**config.mk**
```make
export PLATFORM = sky130hd
export DESIGN_NAME = counter_sweep_ctrl
export DESIGN_NICKNAME = d
export VERILOG_FILES = /design/src/rtl/counter_sweep_ctrl.sv
export SDC_FILE = /design/constraint.sdc
export NUM_CORES = 1
export LEC_CHECK = 0
export ABC_AREA = 0
export BUFFER_PORTS_ARGS = -buffer_cell sky130_fd_sc_hd__buf_2
export CELL_PAD_IN_SITES_DETAIL_PLACEMENT = 0
export CELL_PAD_IN_SITES_GLOBAL_PLACEMENT = 2
export CORE_MARGIN = 2
export CORE_UTILIZATION = 25
export CTS_CLUSTER_SIZE = 28
export DETAILED_ROUTE_END_ITERATION = 8
export PLACE_DENSITY_LB_ADDON = 0.1
export SLEW_MARGIN = 20
export SYNTH_ARGS = -nofsm -noshare
export SYNTH_HDL_FRONTEND = slang
export SYNTH_SLANG_ARGS = --single-unit
```
**constraint.sdc**
```tcl
create_clock -name clk -period 3.8 [get_ports clk]
set_clock_uncertainty 0.1 [all_clocks]
set_input_delay 0.57 -clock clk [delete_from_list [all_inputs] [get_ports clk]]
set_output_delay 0.57 -clock clk [all_outputs]
set_load 0.02 [all_outputs]
```
**src/rtl/counter_sweep_ctrl.sv**
```systemverilog
`timescale 1ns/1ps
// Triangle-sweep sequencer for an external 8-bit up/down counter.
// Drives cnt_enable/cnt_direction/cnt_rst, watches counter_out, and sweeps
// lo_limit..hi_limit with a dwell of dwell+1 cycles at each end, repeated
// max(cycles,1) times. Host handshake: start, stop, busy, done, cfg_err.
module counter_sweep_ctrl #(
  parameter int unsigned WIDTH   = 8,
  parameter int unsigned DWELL_W = 4,
  parameter int unsigned CYC_W   = 4
) (
  input  logic               clk,
  input  logic               rst,
  input  logic               start,
  input  logic               stop,
  input  logic [WIDTH-1:0]   lo_limit,
  input  logic [WIDTH-1:0]   hi_limit,
  input  logic [DWELL_W-1:0] dwell,
  input  logic [CYC_W-1:0]   cycles,
  input  logic [WIDTH-1:0]   counter_out,
  output logic               cnt_enable,
  output logic               cnt_direction,
  output logic               cnt_rst,
  output logic               busy,
  output logic               done,
  output logic               cfg_err,
  output logic [CYC_W-1:0]   sweep_cnt
);

  typedef enum logic [2:0] {
    S_IDLE,
    S_LOAD,
    S_PRIME,
    S_UP,
    S_HOLD_TOP,
    S_DOWN,
    S_HOLD_BOT,
    S_DONE
  } state_t;

  state_t             state, state_next;
  logic [WIDTH-1:0]   lo_q, hi_q;
  logic [DWELL_W-1:0] dwell_q, dwell_cnt;
  logic [CYC_W-1:0]   cyc_q;
  logic               accept, reject, sweep_inc;

  // Turn decisions look one count ahead because counter_out lags enable by
  // one cycle; this lands the counter exactly on each limit.
  always_comb begin
    state_next    = state;
    accept        = 1'b0;
    reject        = 1'b0;
    sweep_inc     = 1'b0;
    cnt_enable    = 1'b0;
    cnt_direction = 1'b0;
    cnt_rst       = 1'b0;
    busy          = 1'b1;
    done          = 1'b0;
    case (state)
      S_IDLE: begin
        busy = 1'b0;
        if (start && !stop) begin
          if (lo_limit < hi_limit) begin
            accept     = 1'b1;
            state_next = S_LOAD;
          end else begin
            reject = 1'b1;
          end
        end
      end
      S_LOAD: begin
        cnt_rst    = 1'b1;
        state_next = (lo_q != '0) ? S_PRIME : S_UP;
      end
      S_PRIME: begin
        cnt_enable    = 1'b1;
        cnt_direction = 1'b1;
        if (counter_out == lo_q - WIDTH'(1)) state_next = S_UP;
      end
      S_UP: begin
        cnt_enable    = 1'b1;
        cnt_direction = 1'b1;
        if (counter_out == hi_q - WIDTH'(1)) state_next = S_HOLD_TOP;
      end
      S_HOLD_TOP: begin
        if (dwell_cnt == dwell_q) state_next = S_DOWN;
      end
      S_DOWN: begin
        cnt_enable = 1'b1;
        if (counter_out == lo_q + WIDTH'(1)) state_next = S_HOLD_BOT;
      end
      S_HOLD_BOT: begin
        if (dwell_cnt == dwell_q) begin
          sweep_inc  = 1'b1;
          state_next = (sweep_cnt + CYC_W'(1) == cyc_q) ? S_DONE : S_UP;
        end
      end
      S_DONE: begin
        done       = 1'b1;
        state_next = S_IDLE;
      end
      default: state_next = S_IDLE;
    endcase
    if (state != S_IDLE && stop) begin
      state_next = S_IDLE;
      sweep_inc  = 1'b0;
    end
  end

  always_ff @(posedge clk) begin
    if (rst) begin
      state     <= S_IDLE;
      lo_q      <= '0;
      hi_q      <= '0;
      dwell_q   <= '0;
      cyc_q     <= '0;
      sweep_cnt <= '0;
      dwell_cnt <= '0;
      cfg_err   <= 1'b0;
    end else begin
      state   <= state_next;
      cfg_err <= reject;
      if (accept) begin
        lo_q      <= lo_limit;
        hi_q      <= hi_limit;
        dwell_q   <= dwell;
        cyc_q     <= (cycles == '0) ? CYC_W'(1) : cycles;
        sweep_cnt <= '0;
      end else if (sweep_inc) begin
        sweep_cnt <= sweep_cnt + CYC_W'(1);
      end
      // Every hold is entered from a non-hold state, so clearing outside
      // the holds is the same as clearing on entry.
      if (state == S_HOLD_TOP || state == S_HOLD_BOT) begin
        dwell_cnt <= dwell_cnt + DWELL_W'(1);
      end else begin
        dwell_cnt <= '0;
      end
    end
  end

endmodule

```
==> metrics.txt, run 1 <==
status finished, final reports clean; CTS clk-pin slew, worst paths around 0.070 ns; H-tree depth 2; post-CTS resize count 0; Vias just over 2000; Top FF cell, synth dfxtp_1; GPL Wtd Cong about 0.77; Min Hold Slack 0.382 ns; post-synthesis register bit count 36; Tcrit/Tclk final between 70% and 80%; drt drc 0; sequential-to-total area share from yosys stat 29.4%; Routed Antenna Nets 0; DRT iter0 DRCs 77; Syn. warnings 0; Pleak ~1.2 nW; pwr dens 312 mW/mm2; Post-Syn Area 0.00245 mm2; Worst Hold Depth 1; Worst Tran Pin Value 0.795 ns; Syn Area/Cell roughly 8.7 um2; Max VDD drop 0.147 mV; Post-CTS Repair Setup Buffers 0; total track usage roughly 13%; first-pass GRT wire length ~11000 um; drt total wl about 6600 um; Max Cap Viol 0; number of synthesized flops with an enable pin 0; Syn Nets 332; die footprint 0.0106 mm2; Hold Crit Class reg2reg; gr ovfl total 0; P&R area growth vs syn 16.9%; Fin. Hold Viols 0; Max Clock Freq 374 MHz; Netlist cell types 47; clock sink total 36; CTS Hold Bufs 0; CTS Buf Count 5; Wirelength per Cell 14.5 um; Crit path required time 3.86 ns; vias in the first global route 2044; core area 0.00964 mm2; post-route minimum period around 2.7 ns; Final setup viols 0; initial core utilization 25.4%; Vias/cell 4.48; antenna violations before repair 0; largest net degree at the start of global routing 29; synthesized instance count around 280; critical path fanouts, max 21; Nets between 300 and 400; unrepaired setup endpoints after global routing false; share of cells above drive strength 1 20.2%; reg2reg path depth 7; Final TNS setup 0 ns; Arrival @ worst endpoint between 2 and 3 ns; CTS root buffer clkbuf_8; Slew Limit Fails 0; Rel. slew slack 46.6%; FFs w/ async S/R, synth 0%; First-pass DRT Iterations 4; PortBufs 45; crit path launch type primary input; Longest Clk Path Bufs 2; ant diodes 0; row count 36; CP Class in2reg; Die H between 100 and 150 um; Tot Pwr 0.892 mW; Clock Latency Late Sink 0.29 ns; hpwl dp 5270 um; CP Capture Type flip-flop; CTS tree yes; Die X-Extent 103 um; Ports 46
[routing by layer]
metal | vias up | track usage [%] | wire (um)
li1 | 1058 | - | -
met1 | 945 | 16.6 | 3050
met2 | 28 | 23.7 | 3240
met3 | 8 | 2.31 | 191
met4 | 0 | 4.25 | 129
met5 | - | 0 | 0
[kinds of logic after synthesis]
| logic type | after synthesis | share of synthesized area, % |
|---|---|---|
| and+or+nand+nor | 96 | 19.5 |
| xor gates and xnor gates | 42 | 15.0 |
| AOI/OAI and AO/OA | 38 | 13.0 |
| DFF | 36 | 29.4 |
| buffers and inverters | 33 | 6.18 |
| muxes | 25 | 10.2 |
| adders and majority gates | 13 | 6.64 |
[state kept, by name (all words and copies together), names as in the netlist]
register,flops
state,3
hi_q,8
lo_q,8
dwell_q,4
sweep_cnt,4
dwell_cnt,4
cfg_err,1
cyc_q,4
[cells in the final DEF, fill, tap and decap left out, types with 3 or more instances in the layout]
cell	n
buf_2	45
nor2_1	44
dfxtp_1	36
mux2i_1	25
xnor2_1	23
inv_1	19
xor2_1	19
ha_1	13
nand3_1	9
nand2_1	8
nor3_1	6
a21oi_1	5
nor4_1	5
o21ai_0	5
clkbuf_8	5
a31oi_1	4
and3_1	3
a21o_1	3
o2111ai_1	3
nand3b_1	3
nor3b_1	3
[metrics by stage]
stage / utilization [%] / worst slack, ns / cells / area (um2)
after global placement: 28.8 / 0.798 / 448 / 2780
final: 29.7 / 1.12 / 455 / 2860
after CTS: 29.7 / 1.10 / 455 / 2860
after floorplan: - / 1.10 / 283 / 2450
after global routing: 29.7 / 0.943 / 455 / 2860
after detailed placement: 28.8 / 0.774 / 448 / 2780
[worst paths after layout]
| path | from | to | slack [ns] |
|---|---|---|---|
| setup / recovery | lo_limit[6] | hi_q[6] | 1.12 |
| hold / removal | dwell_cnt[0] | dwell_cnt[0] | 0.38 |
| setup reg to reg | hi_q[0] | state[0] | 1.44 |
| hold reg to reg | dwell_cnt[0] | dwell_cnt[0] | 0.38 |
[power by group]
part           total, mW  leakage, nW  switching [mW]  internal (mW)
combinational      0.213        0.859           0.114         0.0992
clock              0.268       0.0400           0.144          0.124
sequential         0.411        0.292          0.0199          0.391
total              0.892         1.19           0.278          0.615
[critical path: stages]
cell	delay, ns
buf_2	0.11
ha_1	0.31
and2_4	0.15
a221oi_2	0.24
o21ai_2	0.14
a2111oi_4	0.65
buf_12	0.27
mux2i_1	0.21
nor2_1	0.05
[layout make-up]
cell class / instances / area, um2
fillers: 1090 / 6780
multi-input cells: 214 / 1580
flip-flops and latches: 36 / 721
repair buffers: 46 / 245
well taps: 133 / 166
inverters: 19 / 71.3
clock buffers: 5 / 68.8
clock inverters: 2 / 12.5
[synth_stat cells (2+ instances only)]
cell / count / area share, %
nor4_1: 5 / 1.3
and3_1: 3 / 0.77
dfxtp_1: 36 / 29
a41o_1: 2 / 0.82
clkbuf_1: 7 / 1.1
a32oi_1: 2 / 0.72
nand3b_1: 3 / 0.92
a21oi_1: 5 / 1.0
xor2_1: 19 / 6.8
nand2_1: 8 / 1.2
nor3b_1: 3 / 0.92
nor2b_1: 2 / 0.51
ha_1: 13 / 6.6
a221oi_1: 2 / 0.72
xnor2_1: 23 / 8.2
a31oi_1: 4 / 1.0
buf_2: 4 / 0.82
a21o_1: 3 / 0.92
nor3_1: 6 / 1.2
inv_1: 19 / 2.9
nand4_1: 2 / 0.51
nor2_1: 44 / 6.7
nand2b_1: 2 / 0.51
a211oi_2: 2 / 1.0
or2_2: 2 / 0.51
nand3_1: 9 / 1.8
o2111ai_1: 3 / 1.1
buf_6: 3 / 1.4
o21ai_0: 5 / 1.0
mux2i_1: 25 / 10
No activity file was read; power rests on OpenSTA's default activity.
==> inputs of run 2 (changes only) <==
- clock period: 3.8 -> 2.66 ns (I/O delays scaled with it)
==> metrics.txt, run 2 (same netlist as run 1, synthesis figures left out) <==
status finished, final reports clean; Die X-Extent 103 um; initial core utilization 25.4%; Clock Latency Late Sink 0.29 ns; terminus of the critical flop-to-flop path state[0]; reg2reg start hi_q[0]; FILL cells between 1000 and 1500; Int Pwr a little under 1 mW; drt drc 0; Post-CTS Repair Setup Buffers 0; CP Capture Type flip-flop; Final setup viols 0; crit path launch type primary input; CTS tree yes; Tcrit/Tclk final 85.9%; H-tree depth 2; Min Hold Slack 0.240 ns; most common cell after layout, fill and taps aside buf_2; Longest Clk Path Bufs 2; Die H around 100 um; CP Class in2reg; first-pass GRT wire length 10800 um; Hold Crit Class in2reg; GPL Wtd Cong 0.735; Routed Antenna Nets 0; Pleak 1.23 nW; Clock power frac around a third; antenna violations before repair 0; Max Cap Viol 0; Slew Limit Fails 0; Max VDD drop 0.243 mV; most frequent cells in the layout 45 x buf_2, 44 x nor2_1, 36 x dfxtp_1; switching share of power 29.4%; P&R area growth vs syn 19.6%; Vias/cell 4.43; Tot Pwr about 1.4 mW; Post-Layout Cell Count 461; final core occ 30.4%; Max Clock Freq roughly 440 MHz; clock sink total 36; Vias 2044; Wirelength per Cell 14.4 um; CTS clk-pin slew, worst paths 0.08 ns; vias in the first global route 2081; DP Area around 0.0028 mm2; Final TNS setup 0 ns; gr ovfl total 0; Worst R2R Setup Slack 0.42 ns; post-CTS resize count 0; post-route worst setup slack 0.375 ns; pwr dens around 480 mW/mm2; hpwl dp 5270 um; DRT iter0 DRCs 67; CTS Buf Count 5; critical path fanouts, max 24; Crit path required time 2.73 ns; largest net degree at the start of global routing 28; Fin. Hold Viols 0; Nets 376; Setup crit start lo_limit[6]; Sequential Power Share between 40% and 50%; Gate power share between 20% and 30%; Worst Tran Pin Value 0.595 ns; Ports 46; placed insts 453; design area 0.00293 mm2; CTS root buffer clkbuf_8; row count 36; crit path capture lo_q[2]; PortBufs 45; post-route minimum period 2.28 ns; CTS Hold Bufs 0; Rel. slew slack 59.9%; biggest regs hi_q: 8 flops, lo_q: 8 flops; dpl ws 0.0477 ns; drt total wl 6640 um; First-pass DRT Iterations 4; Arrival @ worst endpoint 2.36 ns; core area around 0.0096 mm2; unrepaired setup endpoints after global routing false; die footprint 0.0106 mm2; total track usage a little over an eighth; reg2reg path depth 7; share of cells above drive strength 1 between 20 and 25%; switching power 0.410 mW; ant diodes 0
## run 2: power by group through the flow
stage          Clock [mW]  Sequential, mW  Combinational [mW]
2_1_floorplan           0           0.585               0.233
3_3_place_gp            0           0.599               0.321
3_5_place_dp            0           0.598               0.320
4_1_cts             0.514           0.586               0.322
5_1_grt             0.532           0.589               0.356
6_report            0.493           0.585               0.316
## run 2: critical path, stage by stage
cell and delay, ns:
buf_2 0.11, ha_1 0.31, and2_4 0.16, a221oi_2 0.25, o21ai_2 0.14, a2111oi_4 0.45, buf_12 0.26, mux2i_1 0.21
nor2_1 0.05
## run 2: worst min path at each step
stage                     cells after the start  slack, ns            to         start
after floorplan                               1       0.34  dwell_cnt[0]  dwell_cnt[0]
after global placement                        1       0.37  dwell_cnt[0]  dwell_cnt[0]
after detailed placement                      1       0.37  dwell_cnt[0]  dwell_cnt[0]
after CTS                                     3       0.23    dwell_q[0]      dwell[0]
after global routing                          3       0.24    dwell_q[0]      dwell[0]
final                                         3       0.24    dwell_q[0]      dwell[0]
## run 2: layer usage
| layer | routed length (um) | global-route usage [%] |
|---|---|---|
| met1 | 3050 | 16.8 |
| met2 | 3360 | 24.1 |
| met3 | 153 | 2.24 |
| met4 | 76 | 3.64 |
| met5 | 0 | 0 |
## run 2: area by class of cell
| cell class | count | area (um2) | area share [%] |
|---|---|---|---|
| clock buffers | 5 | 68.8 | 2.35 |
| clock inverters | 3 | 42.5 | 1.45 |
| inverters | 19 | 71.3 | 2.43 |
| multi-input cells | 214 | 1580 | 53.8 |
| flip-flops and latches | 36 | 721 | 24.6 |
| well taps | 133 | 166 | 5.68 |
| repair buffers | 51 | 283 | 9.65 |
